<file path="config.mk">
export PLATFORM = sky130hd
export DESIGN_NAME = approx_mul_serial
export DESIGN_NICKNAME = d
export VERILOG_FILES = /design/src/rtl/approx_mul_pkg.sv /design/src/rtl/approx_col_count.sv /design/src/rtl/approx_mul_serial.sv
export SDC_FILE = /design/constraint.sdc
export NUM_CORES = 1
export LEC_CHECK = 0
export CAP_MARGIN = 40
export CORE_MARGIN = 3
export CORE_UTILIZATION = 30
export CTS_BUF_LIST = sky130_fd_sc_hd__clkbuf_16
export DETAILED_ROUTE_END_ITERATION = 10
export SLEW_MARGIN = 15
export SYNTH_ARGS = -nofsm -noshare
export SYNTH_HDL_FRONTEND = slang
export SYNTH_SLANG_ARGS = --single-unit
</file>
<file path="constraint.sdc">
create_clock -name clk -period 13 [get_ports clk]
set_clock_uncertainty 0.1 [all_clocks]
set_input_delay 2.6 -clock clk [delete_from_list [all_inputs] [get_ports clk]]
set_output_delay 2.6 -clock clk [all_outputs]
set_load 0.1 [all_outputs]
</file>
<file path="src/rtl/approx_mul_pkg.sv">
// rtl/approx_mul_pkg.sv - shared types and constants for the column-serial approximate multiplier
package approx_mul_pkg;

  // Controller states: waiting for operands, summing columns, holding the result
  typedef enum logic [1:0] {
    IDLE = 2'd0,
    RUN  = 2'd1,
    DONE = 2'd2
  } mul_state_t;

  // Saturation ceiling for a column count in approximate mode
  localparam int APPROX_CLIP = 3;

  // Carry register width; wide enough for a column count plus the running carry
  function automatic int carry_w(input int width);
    return $clog2(width) + 2;
  endfunction

endpackage

</file>
<file path="src/rtl/approx_col_count.sv">
// rtl/approx_col_count.sv - popcount of one partial-product column with optional clipping
module approx_col_count
  import approx_mul_pkg::*;
#(
  parameter int WIDTH = 4,
  parameter int CW    = carry_w(WIDTH),
  parameter int KW    = $clog2(2 * WIDTH)
) (
  input  logic [WIDTH-1:0] a,
  input  logic [WIDTH-1:0] b,
  input  logic [KW-1:0]    k,
  input  logic             approx,
  output logic [CW-1:0]    cnt
);

  logic [CW-1:0] w_raw;

  // Count the a[i]&b[j] bits lying on anti-diagonal i+j == k (zero past the top column)
  always_comb begin
    w_raw = '0;
    for (int i = 0; i < WIDTH; i++) begin
      for (int j = 0; j < WIDTH; j++) begin
        if (i + j == int'(k)) begin
          w_raw = w_raw + CW'(a[i] & b[j]);
        end
      end
    end
  end

  // Saturate the count when this column is approximated
  assign cnt = (approx && (w_raw > CW'(APPROX_CLIP))) ? CW'(APPROX_CLIP) : w_raw;

endmodule

</file>
<file path="src/rtl/approx_mul_serial.sv">
// rtl/approx_mul_serial.sv - column-serial unsigned multiplier with selectable approximate low columns
module approx_mul_serial
  import approx_mul_pkg::*;
#(
  parameter int WIDTH       = 4,
  parameter int APPROX_COLS = 4
) (
  input  logic               clk,
  input  logic               rst,
  input  logic               in_valid,
  output logic               in_ready,
  input  logic [WIDTH-1:0]   a,
  input  logic [WIDTH-1:0]   b,
  input  logic               approx_en,
  output logic               out_valid,
  input  logic               out_ready,
  output logic [2*WIDTH-1:0] p,
  output logic               busy
);

  localparam int CW = carry_w(WIDTH);
  localparam int KW = $clog2(2 * WIDTH);
  localparam logic [KW-1:0] LAST_COL = KW'(2 * WIDTH - 1);

  mul_state_t         r_state;
  mul_state_t         w_state_next;
  logic [WIDTH-1:0]   r_a;
  logic [WIDTH-1:0]   r_b;
  logic               r_approx;
  logic [CW-1:0]      r_carry;
  logic [KW-1:0]      r_k;
  logic [2*WIDTH-1:0] r_p;
  logic               w_col_approx;
  logic [CW-1:0]      w_cnt;
  logic [CW-1:0]      w_sum;

  // Only the low APPROX_COLS columns are clipped, and only when the op asked for it
  assign w_col_approx = r_approx && (int'(r_k) < APPROX_COLS);

  approx_col_count #(
    .WIDTH (WIDTH),
    .CW    (CW),
    .KW    (KW)
  ) u_col_count (
    .a      (r_a),
    .b      (r_b),
    .k      (r_k),
    .approx (w_col_approx),
    .cnt    (w_cnt)
  );

  // Column bits plus the carry rippling up from the previous column
  assign w_sum = w_cnt + r_carry;

  // State register
  always_ff @(posedge clk) begin
    if (rst) begin
      r_state <= IDLE;
    end else begin
      r_state <= w_state_next;
    end
  end

  // Next-state logic: accept in IDLE, step through every column, hold result until taken
  always_comb begin
    w_state_next = r_state;
    case (r_state)
      IDLE:    if (in_valid) w_state_next = RUN;
      RUN:     if (r_k == LAST_COL) w_state_next = DONE;
      DONE:    if (out_ready) w_state_next = IDLE;
      default: w_state_next = IDLE;
    endcase
  end

  // Operand latch on accept, then one product bit and carry update per RUN cycle
  always_ff @(posedge clk) begin
    if (rst) begin
      r_a      <= '0;
      r_b      <= '0;
      r_approx <= 1'b0;
      r_carry  <= '0;
      r_k      <= '0;
      r_p      <= '0;
    end else begin
      case (r_state)
        IDLE: begin
          if (in_valid) begin
            r_a      <= a;
            r_b      <= b;
            r_approx <= approx_en;
            r_carry  <= '0;
            r_k      <= '0;
            r_p      <= '0;
          end
        end
        RUN: begin
          r_p[r_k] <= w_sum[0];
          r_carry  <= w_sum >> 1;
          r_k      <= r_k + 1'b1;
        end
        default: begin
        end
      endcase
    end
  end

  assign in_ready  = (r_state == IDLE);
  assign out_valid = (r_state == DONE);
  assign busy      = (r_state == RUN);
  assign p         = r_p;

endmodule

</file>
# Yosys cells after proc, flatten, opt, wreduce, memory -nomap -nowiden
# Cells that the tools add are included.
totals:
  out_inout_bits: 11
  wordCells: 95
  reg_bits: 26
  in_bits: 13
classes:
  n_mux: 30
  magnitude_cmp: 4
  n_addsub: 17
  eq_ne: 12
  n_reduce_logical: 9
  bitwise: 16
op_table:
  columns: ["cell", "n"]
  rows:
  - ["4-bit two-way mux", 18]
  - ["4-bit adder", 16]
  - ["1-bit AND", 16]
  - ["8-bit case mux with 2 select lines", 1]
  - ["3-bit == test (first input constant)", 4]
  - ["8-bit bitwise mux", 1]
  - ["8-bit two-way mux", 1]
  - ["4-bit case mux with 2 select lines", 1]
  - ["2-bit by 3-bit == test with 1-bit output (first input constant)", 2]
  - ["2-bit two-way mux", 3]
  - ["2-bit case mux with 3 select lines", 1]
  - ["3-bit case mux with 2 select lines", 1]
  - ["4-bit by 2-bit > comparator with 1-bit output (second input constant)", 1]
  - ["3-bit by 4-bit less-than comparator with 1-bit output (second input constant)", 1]
  - ["2-bit by 1-bit != test with 1-bit output (second input constant)", 2]
  - ["2-bit AND reduction", 2]
  - ["3-bit by 1-bit adder with 3-bit output (second input constant)", 1]
  - ["1-bit demux with 3-bit select", 1]
  - ["3-bit == test (second input constant)", 1]
  - ["3-bit by 1-bit >= comparator with 1-bit output (second input constant)", 1]
  - ["1-bit logical AND", 3]
  - ["3-bit logical NOT", 1]
  - ["3-bit less-than comparator (second input constant)", 1]
  - ["3-bit two-way mux", 1]
  - ["other kinds (7)", 7]

# Logic depth before layout (Yosys ltp)
depth:
  depth_word: 38
  depth_mapped: 59
  mapped_depth_nobuf: 58

# By module
# A second synthesis with hierarchy kept.
hier_totals:
  hier_cells: 318
  hier_area_um2: 2598.7
by_module_without_submodules:
  columns: ["mod", "area_per_inst_um2", "instances", "cells_each", "seq_area_each_um2"]
  rows:
  - ["approx_col_count", 1372.6, 1, 175, 0.0]
  - ["approx_mul_serial", 1226.2, 1, 143, 500.5]

# Worst setup path after synthesis
# Ideal clock, no wire load.
synth_timing:
  path_type: "reg2reg"
  start: "reg r_k[2]"
  end: "reg r_carry[2]"
  t_arrival_ns: 10.920
  n_path_buf: 4
  period_less_slack_ns: 11.079
  setup_time_ns: 0.058
  path_stages_with_launch: 57
  setup_slack_ns: 1.921
  cell_sequence: "dfxtp_1 buf_6 buf_2 clkbuf_1 buf_1 nor2_1 ha_1 a21oi_1 nor2_1 ha_1 nand2_1 o31ai_1 ha_1 mux2_2 ha_1 ha_1 nand3b_1 o21ai_1 [21 not listed] ha_1 nand2_1 nand2_1 ha_1 nor2_1 a31oi_2 ha_1 mux2_2 nor3b_2 xnor3_1 o21ai_1 nand2_1 ha_1 a21o_1 a21oi_1 nor4b_1 mux2i_1 nand2_1"
synth_via:
  elab_chain_cells: 37
  elab_cells_between_ends: 45
synth_rtl:
  columns: ["element", "line", "text"]
  rows:
  - ["from (decl)", "approx_mul_serial.sv:31", "logic [KW-1:0] r_k;"]
  - ["from (signal assigned)", "approx_mul_serial.sv:99", "r_k <= r_k + 1'b1;"]
  - ["3-bit logical NOT", "approx_col_count.sv:23", "if (i + j == int'(k)) begin"]
  - ["4-bit two-way mux", "approx_col_count.sv:23", null]
  - ["4-bit adder", "approx_col_count.sv:24", "w_raw = w_raw + CW'(a[i] & b[j]);"]
  - ["4-bit two-way mux", "approx_col_count.sv:23", null]
  - ["4-bit adder", "approx_col_count.sv:24", null]
  - ["4-bit two-way mux", "approx_col_count.sv:23", null]
  - ["4-bit adder", "approx_col_count.sv:24", null]
  - ["4-bit two-way mux", "approx_col_count.sv:23", null]
  - ["[21 not listed]", null, null]
  - ["4-bit two-way mux", "approx_col_count.sv:23", null]
  - ["4-bit adder", "approx_col_count.sv:24", null]
  - ["4-bit two-way mux", "approx_col_count.sv:23", null]
  - ["4-bit by 2-bit > comparator with 1-bit output", "approx_col_count.sv:31", "assign cnt = (approx && (w_raw > CW'(APPROX_CLIP))) ? CW'(APPROX_CLIP) : w_raw;"]
  - ["1-bit logical AND", "approx_col_count.sv:31", null]
  - ["4-bit two-way mux *", "approx_col_count.sv:31", null]
  - ["4-bit adder *", "approx_mul_serial.sv:53", "assign w_sum = w_cnt + r_carry;"]
  - ["4-bit case mux with 2 select lines *", "approx_mul_serial.sv:85", "case (r_state)"]
  - ["to (signal assigned)", "approx_mul_serial.sv:98", "r_carry <= w_sum >> 1;"]
  - ["to (decl)", "approx_mul_serial.sv:30", "logic [CW-1:0] r_carry;"]
# Mark *: on every way between the ends. The rest lies on a longest branch, timed or not.
# A chain may end at the register's enable or synchronous reset.

# Worst setup path in the final report
layout_timing:
  start: "reg r_k[0]"
  end: "reg r_carry[2]"
# Same word-level chain as after synthesis.

==> results.md <==
* Grt total ovfl at 0
* Clk pin slew, worst setup/hold paths at roughly 0.06 ns
* Gpl congestion at 0.853
* Pwr/cell area at around 53 mW/mm2
* Insertion delay to the later sink of the worst-skew pair at 0.26 ns
* Hold Crit Start: r_approx
* Synth cell types at 60
* Starting DRC count in detailed routing at approximately 100
* CTS tree: done
* Setup crit end kind: flop
* Post-route ant nets at 0
* # Max-Cap Violations at 0
* Mapped Avg Cell Area at 7.70 um2
* Total Routing Usage GR at between 10% and 20%
* Startpoint types: flop
* Post-Syn Nets at 428
* Mapped cell area at 0.00290 mm2
* Least-Margin Pin Slew at between 0.7 and 0.8 ns
* Share of cells above drive strength 1 at about a tenth
* Crit-path slowest cell: dfxtp_1
* Initial antenna violation count at 0
* Max-slew violations at 0
* P_leak at approximately 0.0015 uW
* Unrepaired setup endpoints after global routing: no
* Die height at 104 um
* Crit path launch: r_k[0]
* Ant. Diodes at 0
* Placed instance area at 0.00338 mm2
* H-tree levels at 1
* DIE WIDTH at between 100 and 150 um
* Register bit count reported by yosys at 25
* Io pins at 24
* CP Max Fanout at 10
* WP data required at 13.11 ns
* Max-slew headroom at 50.3%
* Post-synth top area share at 17.2%
* Tcrit/Tclk final at 91.8%
* Vias in the first global route at ~2700
* DIE AREA at between 0.01 and 0.015 mm2
* RR Startpoint: r_k[0]
* Status: completed
* Most common cell on crit path: ha_1
* Dpl cells at between 500 and 600
* DRC Markers at 0
* Finished Layout Cells at 525
* Top_reg_cell synth: dfxtp_1
* Clock buffer count from CTS at 3
* Post-CTS Setup Bufs at 0
* Core area at 0.00933 mm2
* Clock sinks at 25
* Worst EP arrival at 12.04 ns
* Final instance area at about 0.0035 mm2
* Sequential cell area at around 500 um2
* Root Driver: clkbuf_16
* Critical path class: flop to flop
* Fin nets at 448
* DP Wirelength at 5230 um
* Fill count at 947
* Largest net degree at the start of global routing at 39
* Yosys warning count at 0
* Area Overhead vs Synth at 19.3%
* Hold Path Class: flop to flop
* Max VDD drop at about 0.073 mV
* Area leader, netlist: dfxtp_1
* Sequential fraction of the synthesis area at 17.2%
* EDFF count, synth at 0
* Post-layout min period at 11.93 ns
* FMAX at about 84 MHz
* Final hold vios at 0
* DR vias at approximately 2700
* Syn Inst Count at 377
* Drt wl/cell at 13.4 um
* Clock tree buffer depth at 2
* Starting Density at a little under a third
* First-pass GRT wire length at about 12000 um
* Buffers on Ports at 23
* Vias/cell at 5.16
* Multi-input logic area at 0.00225 mm2
* Async S/R FF share, synth at 0%
* Slowest stage delay, CP at 0.55 ns
* 1st-pass router iterations at 4
* Row cnt at 35
* TNS Setup at 0 ns
* Leading post-synthesis cells by cell area: dfxtp_1 (17%), ha_1 (16%), nand2_1 (6.9%)
* Final setup viols at 0
* WL final at 7040 um
## synthesized netlist by cell type (all sizes together), types with 5 or more instances
| cell type | number |
|---|---|
| nand4 | 10 |
| inv | 11 |
| mux2i | 7 |
| nand3b | 5 |
| xnor2 | 12 |
| a31oi | 6 |
| nand2 | 53 |
| nand3 | 21 |
| a21oi | 30 |
| o21ai | 6 |
| clkbuf | 13 |
| nand2b | 5 |
| nor2b | 5 |
| xor2 | 11 |
| buf | 10 |
| and2 | 20 |
| mux2 | 8 |
| ha | 37 |
| nor3 | 6 |
| nor2 | 36 |
| dfxtp | 25 |
## placed cells by master, fill, tap and decap left out, drive strengths merged, types with 2 or more instances in the layout
master	instances
a21oi	30
nor2	36
nand3b	5
a221o	2
o211ai	3
inv	11
nand2b	5
dfxtp	25
and3	2
nor3b	3
xnor3	3
nand3	21
ha	37
clkbuf	3
clkdlybuf4s50	23
nor2b	5
a31oi	6
xor2	11
buf	15
o21ai	6
nand4	10
o311ai	3
a211oi	2
o31ai	3
nor3	6
mux2	8
a21boi	3
xnor2	12
mux2i	7
nand2	53
and2	20
## final timing paths
kind                                    to  slack [ns]  cells past startpoint
worst max-delay path            r_carry[2]        1.07                     57
worst min-delay path              r_approx        0.37                      2
worst max register to register  r_carry[2]        1.07                     57
worst min register to register    r_approx        0.37                      2
## state kept, by name, indices dropped and copies added, names as in the netlist
name,count
r_approx,1
r_a,4
r_state,2
p,8
r_k,3
r_b,4
r_carry,3
## critical path: cells and delay by family, from the launching register on
family                     cells  cell delay (ns)
muxes                          4             0.97
adders and majority gates     17             4.96
DFF                            1             0.55
AOI/OAI and AO/OA             13             2.09
and+or+nand+nor               19             2.35
xor gates and xnor gates       3             0.69
buffers and inverters          1             0.12
## cell type report
type | count | area share [%]
multi-input combinational | 318 | 65.1
clock inverter | 1 | 0.145
clock buffer | 3 | 2.17
sequential | 25 | 14.5
inverter | 11 | 1.19
timing repair buffer | 38 | 12.3
tap | 129 | 4.66
## metrics by stage
| stage | utilization (%) | total power [uW] | hold slack (ns) | worst slack (ns) |
|---|---|---|---|---|
| 6_report | 37.1 | 184 | 0.368 | 1.07 |
| 5_1_grt | 37.1 | 193 | 0.387 | 0.0638 |
| 4_1_cts | 37.1 | 186 | 0.369 | 1.06 |
| 3_5_place_dp | 36.2 | 118 | 0.361 | 1.12 |
| 3_3_place_gp | 34.5 | 116 | 0.357 | 1.43 |
| 2_1_floorplan | - | 106 | 0.341 | 1.92 |
## metal layers
| metal | part of all wire [%] | up-vias | global-route usage, % | routed length (um) |
|---|---|---|---|---|
| met5 | 0 | - | 0 | 0 |
| met4 | 1.7 | 0 | 4.27 | 123 |
| met3 | 3.3 | 11 | 1.06 | 235 |
| met2 | 46 | 71 | 21.8 | 3230 |
| met1 | 49 | 1253 | 17.4 | 3450 |
| li1 | - | 1372 | - | - |
## cell families (layout without fill, tap and decap cells)
kind of cell	after synthesis	in the layout	share of synthesized area (%)
flip-flops	25	25	17.2
adder cells (fa/ha/maj)	38	38	16.6
multiplexers	15	15	5.65
buffers and inverters	34	53	5.17
AND/OR/NAND/NOR	169	169	29.4
AO/OA/AOI/OAI	70	70	15.8
XOR/XNOR	26	26	10.1
## report_power, final
group          internal, uW  leakage [uW]  switching (uW)
clock network          41.4     0.0000409            26.1
registers              79.0      0.000204            3.11
logic                  12.9       0.00125            21.8
total                   133       0.00150            50.9
## repair_timing
action / 4_1_cts / 5_1_grt
resized for setup: 0 / 1
hold endpoints to repair: 0 / 0
hold buffers: 0 / 0
setup endpoints to repair: 0 / 1
Power figures use the tool's default switching activity.
